[src/rtl/mem_arb_pkg.sv]
// Shared encodings and defaults for the unified instruction/data memory port arbiter.
package mem_arb_pkg;

  typedef enum logic [1:0] {
    IDLE   = 2'd0,
    BUSY_I = 2'd1,
    BUSY_D = 2'd2
  } arb_state_t;

  typedef enum logic {
    GNT_I = 1'b0,
    GNT_D = 1'b1
  } grant_t;

  localparam int unsigned DEFAULT_TIMEOUT = 15;
  localparam int unsigned WD_CNT_W        = 8;

endpackage

[src/rtl/mem_arb_watchdog.sv]
// Access watchdog: loaded at each grant, counts down while the memory is silent,
// and flags the last cycle in which an ack can still rescue the access.
module mem_arb_watchdog
  import mem_arb_pkg::*;
#(
  parameter int unsigned TIMEOUT = DEFAULT_TIMEOUT
) (
  input  logic clk,
  input  logic rst_n,
  input  logic clear,
  input  logic load,
  input  logic count_en,
  output logic expire
);

  logic [WD_CNT_W-1:0] remaining;

  always_ff @(posedge clk or negedge rst_n) begin
    if (!rst_n) begin
      remaining <= '0;
    end else if (load) begin
      remaining <= WD_CNT_W'(TIMEOUT);
    end else if (clear) begin
      remaining <= '0;
    end else if (count_en && (remaining != '0)) begin
      remaining <= remaining - WD_CNT_W'(1);
    end
  end

  // One remaining cycle means this busy cycle is the final one without an ack.
  assign expire = (remaining == WD_CNT_W'(1));

endmodule

[src/rtl/mem_port_arbiter.sv]
// Serialises instruction-fetch and data accesses onto one req/ack memory port,
// with round-robin tie breaking, a timeout watchdog and the pipeline stall.
module mem_port_arbiter
  import mem_arb_pkg::*;
#(
  parameter int unsigned ADDR_BITS = 6,
  parameter int unsigned DATA_W    = 64,
  parameter int unsigned INSTR_W   = 32,
  parameter int unsigned TIMEOUT   = DEFAULT_TIMEOUT
) (
  input  logic                 clk,
  input  logic                 rst_n,
  input  logic                 if_req,
  input  logic [ADDR_BITS-1:0] if_addr,
  output logic [INSTR_W-1:0]   if_rdata,
  output logic                 if_valid,
  input  logic                 d_req,
  input  logic                 d_we,
  input  logic [ADDR_BITS-1:0] d_addr,
  input  logic [DATA_W-1:0]    d_wdata,
  output logic [DATA_W-1:0]    d_rdata,
  output logic                 d_valid,
  output logic                 mem_req,
  output logic                 mem_we,
  output logic [ADDR_BITS-1:0] mem_addr,
  output logic [DATA_W-1:0]    mem_wdata,
  input  logic [DATA_W-1:0]    mem_rdata,
  input  logic                 mem_ack,
  output logic                 stall,
  output logic                 err
);

  arb_state_t state, next_state;
  grant_t     last_grant;

  logic busy_i, busy_d, busy;
  logic arb_en, if_eff, d_eff, gnt_i, gnt_d;
  logic wd_expire, abort, finishing;

  assign busy_i    = (state == BUSY_I);
  assign busy_d    = (state == BUSY_D);
  assign busy      = busy_i || busy_d;
  assign abort     = busy && !mem_ack && wd_expire;
  assign finishing = busy && (mem_ack || abort);

  // The port being completed is excluded so it is never re-granted on its own valid.
  assign if_eff = if_req && !if_valid && !busy_i;
  assign d_eff  = d_req && !d_valid && !busy_d;
  assign arb_en = (state == IDLE) || (busy && mem_ack);
  assign gnt_i  = arb_en && if_eff && (!d_eff || (last_grant == GNT_D));
  assign gnt_d  = arb_en && d_eff && (!if_eff || (last_grant == GNT_I));

  assign stall = (if_req && !if_valid) || (d_req && !d_valid);

  mem_arb_watchdog #(
    .TIMEOUT (TIMEOUT)
  ) u_watchdog (
    .clk      (clk),
    .rst_n    (rst_n),
    .clear    (!busy && !gnt_i && !gnt_d),
    .load     (gnt_i || gnt_d),
    .count_en (busy && !mem_ack),
    .expire   (wd_expire)
  );

  always_ff @(posedge clk or negedge rst_n) begin
    if (!rst_n) begin
      state <= IDLE;
    end else begin
      state <= next_state;
    end
  end

  always_comb begin
    next_state = state;
    case (state)
      IDLE: begin
        if (gnt_i) begin
          next_state = BUSY_I;
        end else if (gnt_d) begin
          next_state = BUSY_D;
        end
      end
      BUSY_I, BUSY_D: begin
        if (mem_ack) begin
          if (gnt_i) begin
            next_state = BUSY_I;
          end else if (gnt_d) begin
            next_state = BUSY_D;
          end else begin
            next_state = IDLE;
          end
        end else if (abort) begin
          next_state = IDLE;
        end
      end
      default: next_state = IDLE;
    endcase
  end

  // Response pulses, read data capture and the memory-side request registers.
  always_ff @(posedge clk or negedge rst_n) begin
    if (!rst_n) begin
      mem_req    <= 1'b0;
      mem_we     <= 1'b0;
      mem_addr   <= '0;
      mem_wdata  <= '0;
      if_rdata   <= '0;
      d_rdata    <= '0;
      if_valid   <= 1'b0;
      d_valid    <= 1'b0;
      err        <= 1'b0;
      last_grant <= GNT_D;
    end else begin
      if_valid <= busy_i && (mem_ack || abort);
      d_valid  <= busy_d && (mem_ack || abort);
      err      <= abort;
      if (busy_i && mem_ack) begin
        if_rdata <= mem_rdata[INSTR_W-1:0];
      end
      if (busy_d && mem_ack && !mem_we) begin
        d_rdata <= mem_rdata;
      end
      if (gnt_i) begin
        mem_req    <= 1'b1;
        mem_we     <= 1'b0;
        mem_addr   <= if_addr;
        mem_wdata  <= '0;
        last_grant <= GNT_I;
      end else if (gnt_d) begin
        mem_req    <= 1'b1;
        mem_we     <= d_we;
        mem_addr   <= d_addr;
        mem_wdata  <= d_wdata;
        last_grant <= GNT_D;
      end else if (finishing) begin
        mem_req <= 1'b0;
      end
    end
  end

endmodule

[config.mk]
export PLATFORM = sky130hd
export DESIGN_NAME = mem_port_arbiter
export DESIGN_NICKNAME = d
export VERILOG_FILES = /design/src/rtl/mem_arb_pkg.sv /design/src/rtl/mem_arb_watchdog.sv /design/src/rtl/mem_port_arbiter.sv
export SDC_FILE = /design/constraint.sdc
export NUM_CORES = 1
export LEC_CHECK = 0
export BUFFER_PORTS_ARGS = -buffer_cell sky130_fd_sc_hd__clkbuf_2
export CORE_ASPECT_RATIO = 0.8
export CORE_UTILIZATION = 42
export CTS_CLUSTER_DIAMETER = 150
export DETAILED_ROUTE_END_ITERATION = 12
export PLACE_DENSITY = 0.76
export SYNTH_ARGS = -nofsm -noshare
export SYNTH_HDL_FRONTEND = slang
export SYNTH_SLANG_ARGS = --single-unit
[constraint.sdc]
create_clock -name clk -period 2.02 [get_ports clk]
set_input_delay 0.404 -clock clk [delete_from_list [all_inputs] [get_ports clk]]
set_output_delay 0.404 -clock clk [all_outputs]
set_load 0.02 [all_outputs]
* After elaboration in Yosys (flattened, before gate mapping)
Cells that the tools add are included.
** Word-level totals
- Register bits :: 182
- Input bits :: 146
- Word-level logic and storage cells :: 85
- Output and inout bits :: 172
** Cells by class
- Reduce and logical (&&, ||, !) cells :: 45
- Bitwise gates (word level) :: 1
- Equal/unequal tests :: 5
- Add/subtract/negate cells :: 1
- Mux-type cells :: 21
** Operator list (count)
- two-way mux 64 bit :: 2
- two-way mux 8 bit :: 3
- logical AND 1 bit :: 20
- two-way mux 2 bit :: 6
- two-way mux 6 bit :: 2
- logical NOT 1 bit :: 11
- == test 8 x 1 -> 1 bit (second input constant) :: 1
- nonzero test 8 bit :: 1
- subtractor 8 x 1 -> 8 bit (second input constant) :: 1
- logical OR 1 bit :: 7
- two-way mux 1 bit :: 7
- inequality test 3 bit (second input constant) :: 2
- nonzero test 3 bit :: 2
- case mux 2 bit (2 select lines) :: 1
- == test 2 x 1 -> 1 bit (second input constant) :: 1
- == test 2 bit (second input constant) :: 1
- logical NOT 2 bit :: 1
- AND reduction 2 bit :: 1
- nonzero test 2 bit :: 1
- OR reduction 2 bit :: 1
- inverter 1 bit :: 1

* Depth between registers and ports, before layout
Gate-level depths: netlist (run 1).
- Depth in word-level cells :: 11
- Gate-level depth with buffers :: 8
- Gate-level depth less buffers :: 6

* Cells and area by module
Synthesis (run 1) repeated with hierarchy kept, for this count alone.
** Second synthesis, totals
- Cell total of the unflattened synthesis :: 595
- Area, all modules :: 7409.6 µm²
** By module, submodules not included
- mem_port_arbiter :: area an instance 6916.6 µm², cells an instance 547, seq. area each 4355.4 µm², instances 1
- mem_arb_watchdog :: area an instance 493.0 µm², cells an instance 48, seq. area each 200.2 µm², instances 1

* Worst setup path after synthesis (run 1)
No wires, ideal clock.
- Kind :: reg2reg
- Start point :: reg state[0]
- End point :: reg mem_wdata[45]
- Period minus slack after synthesis :: 1.932 ns
- Required time :: 1.954 ns
- Setup time :: 0.066 ns
- Path buffers :: 2
- Stages on the path, launching flop included :: 8
- Path slack :: 0.088 ns
- Arrival :: 1.866 ns
- Path through :: dfrtp_1 > inv_1 > ha_1 > a21oi_2 > o21bai_1 > buf_2 > clkbuf_1 > a22o_1
** Between the ends
- Longest elaborated chain between the ends :: 7
- Elaborated cells on any way between the ends :: 20
- Classes of those cells :: eq/ne: 2; mux: 1; reduce/logical: 17
** RTL lines
- start, declared :: line mem_port_arbiter.sv:33 : arb_state_t state, next_state;
- start signal, assigned :: line mem_port_arbiter.sv:70 : state <= next_state;
- == test 2 x 1 -> 1 bit / == test 2 bit (equally long branches) :: line mem_port_arbiter.sv:40, mem_port_arbiter.sv:41
- logical OR 1 bit (tied with other cells) :: line mem_port_arbiter.sv:42 : assign busy = busy_i || busy_d;
- logical AND 1 bit (on tied branches) :: line mem_port_arbiter.sv:49, mem_port_arbiter.sv:47, mem_port_arbiter.sv:48
- logical OR 1 bit (tied with other cells) :: line mem_port_arbiter.sv:49 : assign arb_en = (state == IDLE) || (busy && mem_ack);
- logical AND 1 bit (tied with other cells) :: line mem_port_arbiter.sv:50 : assign gnt_i = arb_en && if_eff && (!d_eff || (last_grant == GNT_D));
- logical AND 1 bit (on tied branches) :: line mem_port_arbiter.sv:50, mem_port_arbiter.sv:51
- two-way mux 64 bit / nonzero test 2 bit (equally long branches)
- end signal, assigned :: line mem_port_arbiter.sv:134 : mem_wdata <= d_wdata;
- end, declared :: line mem_port_arbiter.sv:26 : output logic [DATA_W-1:0] mem_wdata,
Parallel ways exist; a longest one is shown, timed or not.
A chain may end at the register's enable or synchronous reset.

* Final worst setup path (run 1)
- Start point :: reg state[1]
- End point :: reg mem_wdata[39]
The elaborated chain is that of the path after synthesis.

==> results of run 1 <==
flip-flops by register name, summed over array words and instances, names as in the netlist:
name                  cells
d_valid                   1
last_grant                1
if_valid                  1
if_rdata                 32
state                     2
err                       1
mem_req                   1
mem_addr                  6
u_watchdog.remaining      8
mem_we                    1
mem_wdata                64
d_rdata                  64
worst paths after layout:
path	slack (ns)	startpoint	cells past startpoint	endpoint
worst min register to register	0.50	mem_addr[5]$_DFFE_PN0P_	2	mem_addr[5]$_DFFE_PN0P_
max in group asynchronous	0.92	rst_n	3	d_rdata[27]$_DFFE_PN0P_
worst max register to register	0.07	state[1]$_DFFE_PN0P_	8	mem_wdata[39]$_DFFE_PN0P_
worst max-delay path	0.07	state[1]$_DFFE_PN0P_	8	mem_wdata[39]$_DFFE_PN0P_
worst min-delay path	0.19	d_addr[1]	3	mem_addr[1]$_DFFE_PN0P_
min in group asynchronous	0.45	rst_n	2	mem_wdata[9]$_DFFE_PN0P_
cell usage after synthesis, types with 6 or more instances:
library cell / number
a21oi_1: 6
a22oi_1: 6
ha_1: 7
inv_1: 6
clkbuf_1: 7
a22o_1: 65
dfrtp_1: 181
buf_2: 9
nand2_1: 17
mux2_2: 96
buf_6: 8
per-stage QoR:
| step | instance area (sq um) | util, % |
|---|---|---|
| finish | 9580 | 59.67 |
| global route | 9580 | 59.67 |
| CTS | 9528 | 59.34 |
| detailed placement | 8966 | 55.84 |
| global placement | 8966 | 55.84 |
| floorplan | 7028 | - |
repair_timing:
item	4_1_cts	5_1_grt
buffers inserted	0	2
setup endpoints to repair	0	76
hold buffers	1	0
hold endpoints to repair	27	0
gates resized for setup	0	8
power breakdown:
group	internal [W]	switching [W]	total, W
logic	0.00334	0.00461	0.00795
registers	0.00542	0.000972	0.00639
clock network	0.00171	0.00137	0.00308
cells by family (layout without fill, tap and decap cells):
group / Yosys count / in the layout / synth area share (%)
AOI/OAI and AO/OA: 97 / 97 / 11.82
adders and majority gates: 7 / 7 / 1.246
buffers and inverters: 33 / 378 / 2.777
DFF: 182 / 182 / 64.82
muxes: 98 / 98 / 15.67
and+or+nand+nor: 42 / 42 / 3.667
cell type report:
type / count / share of cell area, %
timing repair buffer: 341 / 19.63
clock buffer: 22 / 5.054
tap: 215 / 2.808
inverter: 6 / 0.2351
multi-input combinational: 244 / 24.02
clock inverter: 9 / 0.7052
sequential: 182 / 47.55
worst max-delay path, cell delays in order, from the launching register on:
cell       delay [ns]
dfrtp_1          0.40
inv_1            0.12
ha_1             0.21
nor3b_2          0.07
buf_4            0.16
a2111oi_4        0.36
buf_4            0.18
clkbuf_16        0.21
a22o_1           0.16
layer usage:
| metal | GRT usage, % | vias up | part of all wire, % |
|---|---|---|---|
| li1 | - | 2351 | - |
| met4 | 7.096 | 0 | 2.1 |
| met2 | 30.69 | 199 | 47 |
| met3 | 5.310 | 26 | 6.4 |
| met1 | 25.06 | 2435 | 44 |
| met5 | 0 | - | 0 |
==> impl_metrics.py, run 1 <==
metrics = {
    "synth": {
        "synth.avg_cell_area_sq_um": 15.31,
        "netlist_area_before_placement_sq_um": 7028,
        "synth_edf_count": 0,
        "area_share_of_the_leading_cell_type_in_the_synthesized_netlist_pct": 64.45,
        "synthesis.instances": 459,
        "synth-seq-area-share_pct": 64.82,
        "postSynthRegisterBits": 182,
        "yosys-top-cells-area": "dfrtp_1 64%, mux2_2 15%, a22o_1 8.1%",
        "synth.lib_cells_used.distinct": 41,
        "synth-async-reset-ratio_pct": 100.0,
        "synth.net_count": 612,
        "yosys.area.top_type": "dfrtp_1",
        "ys.flop_type": "dfrtp_1",
        "synth.yosys.warnings": 0,
    },
    "die": {
        "fp.dieArea_sq_um": 17260,
        "core-area_sq_um": 16060,
        "die_h_um": 117.7,
        "floorplan.initialDensity_pct": 43.77,
        "top_level_ports": 318,
        "die_w_um": 146.6,
        "std_cell_rows": 41,
    },
    "sta": {
        "setup_violations": 0,
        "timing.clock.skew_ns": 0.007300,
        "fmax_ghz": 0.5130,
        "worst_slack_ns": 0.07085,
        "final-max-slew-violation-count": 0,
        "worst_slew_margin_rel_pct": 74.00,
        "worst_pin_slew_ns": 0.3890,
        "grt_setup_unrepaired": "yes",
        "time_the_final_worst_path_needs_with_i_o_delays_and_setup_ns": 1.949,
        "fin_hold_ws_ns": 0.1934,
        "final_min_period_over_clock_period_pct": 96.49,
        "setup-tns-final_ns": 0,
        "hold_viol": 0,
    },
    "min_path": {
        "worstHoldPathType": "input port to flip-flop",
    },
    "clock_network": {
        "cts-buffers-inserted": 17,
        "tritoncts_clock_tree": "done",
        "h-tree-depth": 4,
        "insertion_delay_of_the_later_clocked_pin_in_the_worst_skew_pair_ns": 0.42,
        "clkSinkCount": 182,
        "path_clk_slew_ns": 0.07,
        "ctsRootBufferMaster": "clkbuf_16",
        "cts.path.max_buffers": 2,
    },
    "setup_path": {
        "worst_setup_start_kind": "flip-flop",
        "worst_ep_required_time_ns": 2.37,
        "timing.critical_path.arrival_ns": 2.30,
        "cp_max_fo": 36,
        "critical_path_class": "flip-flop to flip-flop",
        "endpoint_kind": "flip-flop",
    },
    "placed_design": {
        "routabilityCongestion": 0.7893,
        "dp_slack_ns": 0.03539,
        "hpwlAfterDp_um": 11740,
        "numPlacedInstances": 984,
        "number_of_buffer_cells_added_on_primary_ports": 317,
    },
    "finish": {
        "nets": 945,
        "antenna_cells": 0,
        "layout.cells.most_common": "clkbuf_2",
        "multi_input_area_sq_um": 2301,
        "filler_cell_count": 1303,
        "number_of_standard_cells_in_the_layout_taps_in_and_fillers_out": 1019,
        "post_route_cells_drive_above_1_share_pct": 60.20,
        "ff_latch_area_sq_um": 4556,
        "area_growth_pct": 36.32,
        "final_cell_mix": "316 x clkbuf_2, 181 x dfrtp_1, 96 x mux2_2",
    },
    "pwr": {
        "cellPowerDensity_nw_per_um2": 1818,
        "static_power_due_to_leakage_nw": 4.930,
        "vdd_drop_max_uv": 938.2,
        "power_total_w": 0.01742,
    },
    "routing": {
        "detail_route.iter0.violations": 179,
        "routed_wire_length_per_instance_um": 16.07,
        "post_route_wl_um": 16370,
        "routed_via_density": 4.918,
        "drt-pass1-iter-count": 4,
        "ant_nets": 0,
        "post-route-drc-count": 0,
        "route.vias.total": 5011,
    },
    "global_route": {
        "grt_first_pass_wirelength_um": 26240,
        "grt.total_usage_pct": 19.24,
        "maximum_number_of_pins_on_one_net_before_global_route_repair": 72,
        "vias_in_the_first_global_route": 5009,
        "overflow": 0,
        "initial_antenna_violation_count": 0,
    },
    "run": {
        "max_cap_violations": 0,
    },
    "status": {
        "run_status": "finished, final reports clean",
    },
}
Power figures use the tool's default switching activity.
==> run 2, diff against run 1 <==
RECOVER_POWER = 100   (was default)
==> run 2 against run 1 <==
Compared with the run above: final cell count stayed put; sequential power hardly changed; critical path depth stayed put; via count is 0.28% higher.
==> impl_metrics.py, run 2 (synthesis results as in run 1) <==
metrics = {
    "sta": {
        "final-max-slew-violation-count": 0,
        "fmax_ghz": 0.5149,
        "final_min_period_over_clock_period_pct": 96.14,
        "grt_setup_unrepaired": "yes",
        "setup_violations": 0,
        "worst_slew_margin_rel_pct": 44.28,
        "hold_viol": 0,
        "timing.clock.skew_ns": 0.008332,
        "time_the_final_worst_path_needs_with_i_o_delays_and_setup_ns": 1.942,
        "worst_pin_slew_ns": 0.8358,
    },
    "setup_path": {
        "timing.critical_path.arrival_ns": 2.30,
        "cp_num_cells": 8,
        "critical_path.top_delay_family": "buffers and inverters",
        "r2r.worst_path.cells": 8,
        "crit_end": "mem_wdata[39]$_DFFE_PN0P_",
        "worst_path_most_repeated_cell": "buf_4",
        "cp_max_fo": 36,
        "critical_path_class": "flip-flop to flip-flop",
        "critical_path.n_buffers_inverters": 4,
        "worst_path_max_delay_cell": "dfrtp_1",
        "cp_cell_instances": "inv_1, ha_1, nor3b_2, buf_4, a2111oi_4, buf_4, clkbuf_16, a22o_1",
        "endpoint_kind": "flip-flop",
        "worst_r2r_startpoint": "state[1]$_DFFE_PN0P_",
        "worstReg2RegEnd": "mem_wdata[39]$_DFFE_PN0P_",
        "worst_setup_start_kind": "flip-flop",
        "worst_ep_required_time_ns": 2.37,
        "cp_slowest_stage_delay_ns": 0.40,
        "timing.reg2reg.setup_slack_ns": 0.08,
        "startpoint": "state[1]$_DFFE_PN0P_",
    },
    "routing": {
        "post-route-drc-count": 0,
        "drt-pass1-iter-count": 4,
        "routed_via_density": 4.931,
        "route.vias.total": 5025,
        "routed_wire_length_per_instance_um": 16.06,
        "post_route_wl_um": 16370,
        "detail_route.iter0.violations": 181,
        "ant_nets": 0,
    },
    "run": {
        "max_cap_violations": 0,
    },
    "die": {
        "std_cell_rows": 41,
        "die_w_um": 146.6,
        "top_level_ports": 318,
        "fp.dieArea_sq_um": 17260,
        "die_h_um": 117.7,
        "floorplan.initialDensity_pct": 43.77,
        "core-area_sq_um": 16060,
    },
    "placed_design": {
        "number_of_buffer_cells_added_on_primary_ports": 317,
        "numPlacedInstances": 984,
        "hpwlAfterDp_um": 11740,
        "post_dp_cell_area_sq_um": 8966,
        "routabilityCongestion": 0.7893,
    },
    "clock_network": {
        "ctsRootBufferMaster": "clkbuf_16",
        "h-tree-depth": 4,
        "cts-buffers-inserted": 17,
        "clkSinkCount": 182,
        "insertion_delay_of_the_later_clocked_pin_in_the_worst_skew_pair_ns": 0.42,
        "cts.path.max_buffers": 2,
        "path_clk_slew_ns": 0.07,
        "tritoncts_clock_tree": "done",
    },
    "pwr": {
        "static_power_due_to_leakage_nw": 4.394,
        "cellPowerDensity_nw_per_um2": 1814,
        "vdd_drop_max_uv": 905.1,
    },
    "status": {
        "run_status": "finished, final reports clean",
    },
    "finish": {
        "layout.cell_area.non_filler_sq_um": 9356,
        "antenna_cells": 0,
        "multi_input_area_sq_um": 2301,
        "post_route_cells_drive_above_1_share_pct": 39.05,
        "final_cell_mix": "181 x dfrtp_1, 171 x clkbuf_1, 148 x clkbuf_2",
        "layout.cells.most_common": "dfrtp_1",
        "ff_latch_area_sq_um": 4556,
        "filler_cell_count": 1405,
        "area_growth_pct": 33.13,
        "nets": 945,
        "reg_top3": "d_rdata: 64 flops, mem_wdata: 64 flops, if_rdata: 32 flops",
        "number_of_standard_cells_in_the_layout_taps_in_and_fillers_out": 1019,
    },
    "min_path": {
        "worstHoldPathType": "input port to flip-flop",
    },
    "global_route": {
        "vias_in_the_first_global_route": 5009,
        "initial_antenna_violation_count": 0,
        "overflow": 0,
        "grt.total_usage_pct": 19.24,
        "maximum_number_of_pins_on_one_net_before_global_route_repair": 72,
        "grt_first_pass_wirelength_um": 26240,
    },
}
[run 2: cell types whose count changed in the layout (fill, tap and decap cells not counted), sizes merged]
cell and delta:
buf -2, clkbuf +2
[run 2: metrics by stage]
stage	TNS [ns]	utilization [%]	hold slack, ns	total power, W	worst slack, ns
3_5_place_dp	0	55.84	0.3038	0.01433	0.03539
3_3_place_gp	0	55.84	0.3019	0.01419	0.08071
5_1_grt	-0.1264	58.27	0.1780	0.01800	-0.01567
6_report	0	58.27	0.1959	0.01697	0.07804
4_1_cts	0	59.34	0.1779	0.01748	0.01554
2_1_floorplan	0	-	0.1084	0.01146	0.08804
[run 2: how the worst min path moves through the flow]
stage                                           end  slack, ns   startpoint  cells past startpoint
final                       mem_addr[1]$_DFFE_PN0P_       0.20    d_addr[1]                      3
after global routing      mem_wdata[38]$_DFFE_PN0P_       0.18  d_wdata[38]                      2
after global placement     mem_wdata[9]$_DFFE_PN0P_       0.30        rst_n                      1
after floorplan              d_rdata[0]$_DFFE_PN0P_       0.11        rst_n                      0
after CTS                   mem_addr[3]$_DFFE_PN0P_       0.18    d_addr[3]                      3
after detailed placement   mem_wdata[9]$_DFFE_PN0P_       0.30        rst_n                      1
[run 2: what timing repair did]
| action | in CTS | in global routing |
|---|---|---|
| gates resized for setup | 0 | 8 |
| hold buffers | 1 | 0 |
| buffers inserted | 0 | 2 |
| endpoints found under the hold margin | 27 | 0 |
| endpoints found under the setup margin | 0 | 76 |
[run 2: area by class of cell]
cell class | instances | share of cell area (%)
multi-input cells | 244 | 24.59
well taps | 215 | 2.875
clock buffers | 22 | 5.175
clock inverters | 9 | 0.7221
flip-flops and latches | 182 | 48.69
inverters | 6 | 0.2407
repair buffers | 341 | 17.71
[run 2: layer usage]
| metal | wire [um] | share of wire [%] | GRT usage, % |
|---|---|---|---|
| met1 | 7272 | 44 | 25.06 |
| met2 | 7756 | 47 | 30.69 |
| met3 | 1033 | 6.3 | 5.310 |
| met4 | 304 | 1.9 | 7.096 |
| met5 | 0 | 0 | 0 |
[run 2: tightest hold or removal path, cell delays in order]
cell and delay [ns]:
clkbuf_2 0.07, nand2_1 0.04, nand2_1 0.06
[run 2: power breakdown]
part | internal (W) | leakage, nW | switching (W)
Combinational | 0.00291 | 1.87 | 0.00461
Sequential | 0.00542 | 2.26 | 0.000954
Clock | 0.00171 | 0.265 | 0.00136
==> run 3, diff against run 2 <==
ABC_AREA = 1   (was default)
CORE_UTILIZATION = 43   (was 42)
==> run 3 against run 2 <==
Compared with the run above: non-clock buffer count rose by 2; largest power group unchanged; register-to-register slack better by 0.07 ns; clock power is 23% higher; highest routed layer unchanged; sequential power down 2%.
==> impl_metrics.py, run 3 <==
metrics = {
    "global_route": {
        "grt_first_pass_wirelength_um": 30270,
        "overflow": 0,
        "maximum_number_of_pins_on_one_net_before_global_route_repair": 70,
        "initial_antenna_violation_count": 0,
        "grt.total_usage_pct": 21.78,
        "vias_in_the_first_global_route": 6075,
    },
    "finish": {
        "area_growth_pct": 31.61,
        "final_cell_mix": "228 x nand2_1, 181 x dfrtp_1, 176 x clkbuf_1",
        "layout.cells.most_common": "nand2_1",
        "reg_top3": "d_rdata: 64 flops, mem_wdata: 64 flops, if_rdata: 32 flops",
        "layout.cell_area.non_filler_sq_um": 9731,
        "post_route_cells_drive_above_1_share_pct": 21.96,
        "nets": 1235,
        "antenna_cells": 0,
        "finalCoreUtilization_pct": 58.41,
    },
    "pwr": {
        "net-switching-power_w": 0.007501,
        "cellPowerDensity_nw_per_um2": 1788,
        "power_total_w": 0.01740,
        "netSwitchingFraction_pct": 43.12,
        "pwr-share-seq_pct": 36.1,
        "clock_power_share_pct": 21.8,
        "power_report.internal_total_w": 0.009896,
        "share_comb_of_total_power_pct": 42.2,
        "vdd_drop_max_uv": 846.6,
        "static_power_due_to_leakage_nw": 5.070,
    },
    "min_path": {
        "worst_hold_startpoint": "d_wdata[50]",
        "worstHoldPathType": "input port to flip-flop",
        "whs_endpoint": "mem_wdata[50]$_DFFE_PN0P_",
        "min_path_cells": 3,
    },
    "die": {
        "std_cell_rows": 42,
        "floorplan.initialDensity_pct": 44.38,
        "die_h_um": 119.3,
        "fp.dieArea_sq_um": 17730,
        "core-area_sq_um": 16660,
        "die_w_um": 148.6,
        "top_level_ports": 318,
    },
    "placed_design": {
        "hpwlAfterDp_um": 13890,
        "number_of_buffer_cells_added_on_primary_ports": 317,
        "post_dp_cell_area_sq_um": 9286,
        "routabilityCongestion": 0.8243,
    },
    "synth": {
        "ys.flop_type": "dfrtp_1",
        "synth.net_count": 912,
        "synth-seq-area-share_pct": 61.62,
        "synth.yosys.warnings": 0,
        "yosys-top-cells-area": "dfrtp_1 61%, nand2_1 12%, nand3_1 7.0%",
        "synth_edf_count": 0,
        "postSynthRegisterBits": 182,
        "ys_top_cells_by_count": "229 x nand2_1, 181 x dfrtp_1, 103 x nand3_1",
        "synth_most_common_cell": "nand2_1",
        "netlist_area_before_placement_sq_um": 7393,
        "synth.avg_cell_area_sq_um": 9.741,
        "area_share_of_the_leading_cell_type_in_the_synthesized_netlist_pct": 61.26,
        "synth.lib_cells_used.distinct": 25,
        "synthesis.instances": 759,
        "synth-async-reset-ratio_pct": 100.0,
        "yosys.area.top_type": "dfrtp_1",
    },
    "routing": {
        "ant_nets": 0,
        "routed_via_density": 4.784,
        "routed_wire_length_per_instance_um": 14.63,
        "route.vias.total": 6282,
        "post_route_wl_um": 19210,
        "post-route-drc-count": 0,
        "detail_route.iter0.violations": 352,
        "drt-pass1-iter-count": 5,
    },
    "setup_path": {
        "worst_r2r_startpoint": "state[0]$_DFFE_PN0P_",
        "critical_path_class": "flip-flop to flip-flop",
        "worst_ep_required_time_ns": 2.32,
        "worstReg2RegEnd": "u_watchdog.remaining[0]$_DFFE_PN0P_",
        "cp_max_fo": 10,
        "timing.reg2reg.setup_slack_ns": 0.15,
        "worst_path_most_repeated_cell": "nand2_1",
        "cp_slowest_stage_delay_ns": 0.41,
        "startpoint": "state[0]$_DFFE_PN0P_",
        "endpoint_kind": "flip-flop",
        "r2r.worst_path.cells": 11,
        "cp_cell_instances": "inv_1, ha_4, nand2_1, nand2_1, nand3_1, nand2_1, buf_4, nor2_4, nand2_2, nand2_1, o21ai_0",
        "timing.critical_path.arrival_ns": 2.16,
        "worst_path_max_delay_cell": "dfrtp_1",
        "worst_setup_start_kind": "flip-flop",
    },
    "sta": {
        "fin_hold_ws_ns": 0.2089,
        "time_the_final_worst_path_needs_with_i_o_delays_and_setup_ns": 1.869,
        "final-max-slew-violation-count": 0,
        "worst_pin_slew_ns": 0.8444,
        "timing.clock.skew_ns": 0.01269,
        "worst_slew_margin_rel_pct": 43.71,
        "hold_viol": 0,
        "fmax_ghz": 0.5352,
        "setup_violations": 0,
        "final_min_period_over_clock_period_pct": 92.50,
    },
    "clock_network": {
        "h-tree-depth": 4,
        "tritoncts_clock_tree": "done",
        "ctsRootBufferMaster": "clkbuf_16",
        "clkSinkCount": 182,
        "cts-buffers-inserted": 17,
        "path_clk_slew_ns": 0.07,
        "insertion_delay_of_the_later_clocked_pin_in_the_worst_skew_pair_ns": 0.42,
        "cts.path.max_buffers": 2,
    },
    "run": {
        "max_cap_violations": 0,
    },
    "status": {
        "run_status": "finished, final reports clean",
    },
}
## run 3: final cells by class
| cell class | instances | area [sq um] |
|---|---|---|
| clock inverter | 13 | 244.0 |
| tap | 220 | 275.3 |
| sequential | 182 | 4556 |
| fill | 1547 | 6928 |
| timing repair buffer | 343 | 1603 |
| clock buffer | 17 | 425.4 |
| multi-input combinational | 475 | 2391 |
| inverter | 63 | 236.5 |
## run 3: cell families after synthesis
kind of cell / Yosys count / synth area share (%)
multiplexers: 32 / 4.874
adder cells (fa/ha/maj): 7 / 1.185
AND/OR/NAND/NOR: 358 / 20.48
flip-flops: 182 / 61.62
AO/OA/AOI/OAI: 76 / 5.162
XOR/XNOR: 2 / 0.2370
buffers and inverters: 102 / 6.448
## run 3: critical path: cells and delay by family, from the launching register on
kind	cells	cell delay, ns
DFF	1	0.41
buffers and inverters	2	0.32
adders and majority gates	1	0.23
AOI/OAI and AO/OA	1	0.08
and+or+nand+nor	7	0.71
## run 3: through the flow
stage	setup TNS [ns]	setup slack (ns)	instances
2_1_floorplan	0	0.3576	759
3_3_place_gp	0	0.2476	1278
3_5_place_dp	0	0.1505	1278
4_1_cts	0	0.1392	1309
5_1_grt	-0.005213	-0.005213	1313
6_report	0	0.1515	1313
## run 3: what timing repair did
action                                  4_1_cts  5_1_grt
resized for setup                             0        3
endpoints found under the setup margin        0        5
endpoints found under the hold margin        27        0
hold buffers                                  1        0
buffers inserted                              0        4
## run 3: worst max-delay path by stage
stage / end / slack [ns] / cells after the start
3_3_place_gp: u_watchdog.remaining[1]$_DFFE_PN0P_ / 0.25 / 9
3_5_place_dp: u_watchdog.remaining[2]$_DFFE_PN0P_ / 0.15 / 11
4_1_cts: u_watchdog.remaining[2]$_DFFE_PN0P_ / 0.14 / 11
6_report: u_watchdog.remaining[0]$_DFFE_PN0P_ / 0.15 / 11
2_1_floorplan: u_watchdog.remaining[0]$_DFFE_PN0P_ / 0.36 / 11
5_1_grt: state[1]$_DFFE_PN0P_ / -0.005 / 9
## run 3: power groups by stage
stage	clock network [W]	logic [W]	registers, W
3_5_place_dp	0	0.00782	0.00630
5_1_grt	0.00401	0.00809	0.00647
3_3_place_gp	0	0.00764	0.00626
2_1_floorplan	0	0.00306	0.00824
4_1_cts	0.00385	0.00783	0.00628
6_report	0.00379	0.00734	0.00627
## run 3: per-layer routing
layer,share of wire (%),GRT usage [%],vias up
li1,-,-,3078
met4,1.2,7.474,0
met1,43,27.62,2947
met5,0,0,-
met3,6.8,5.441,15
met2,49,36.16,242
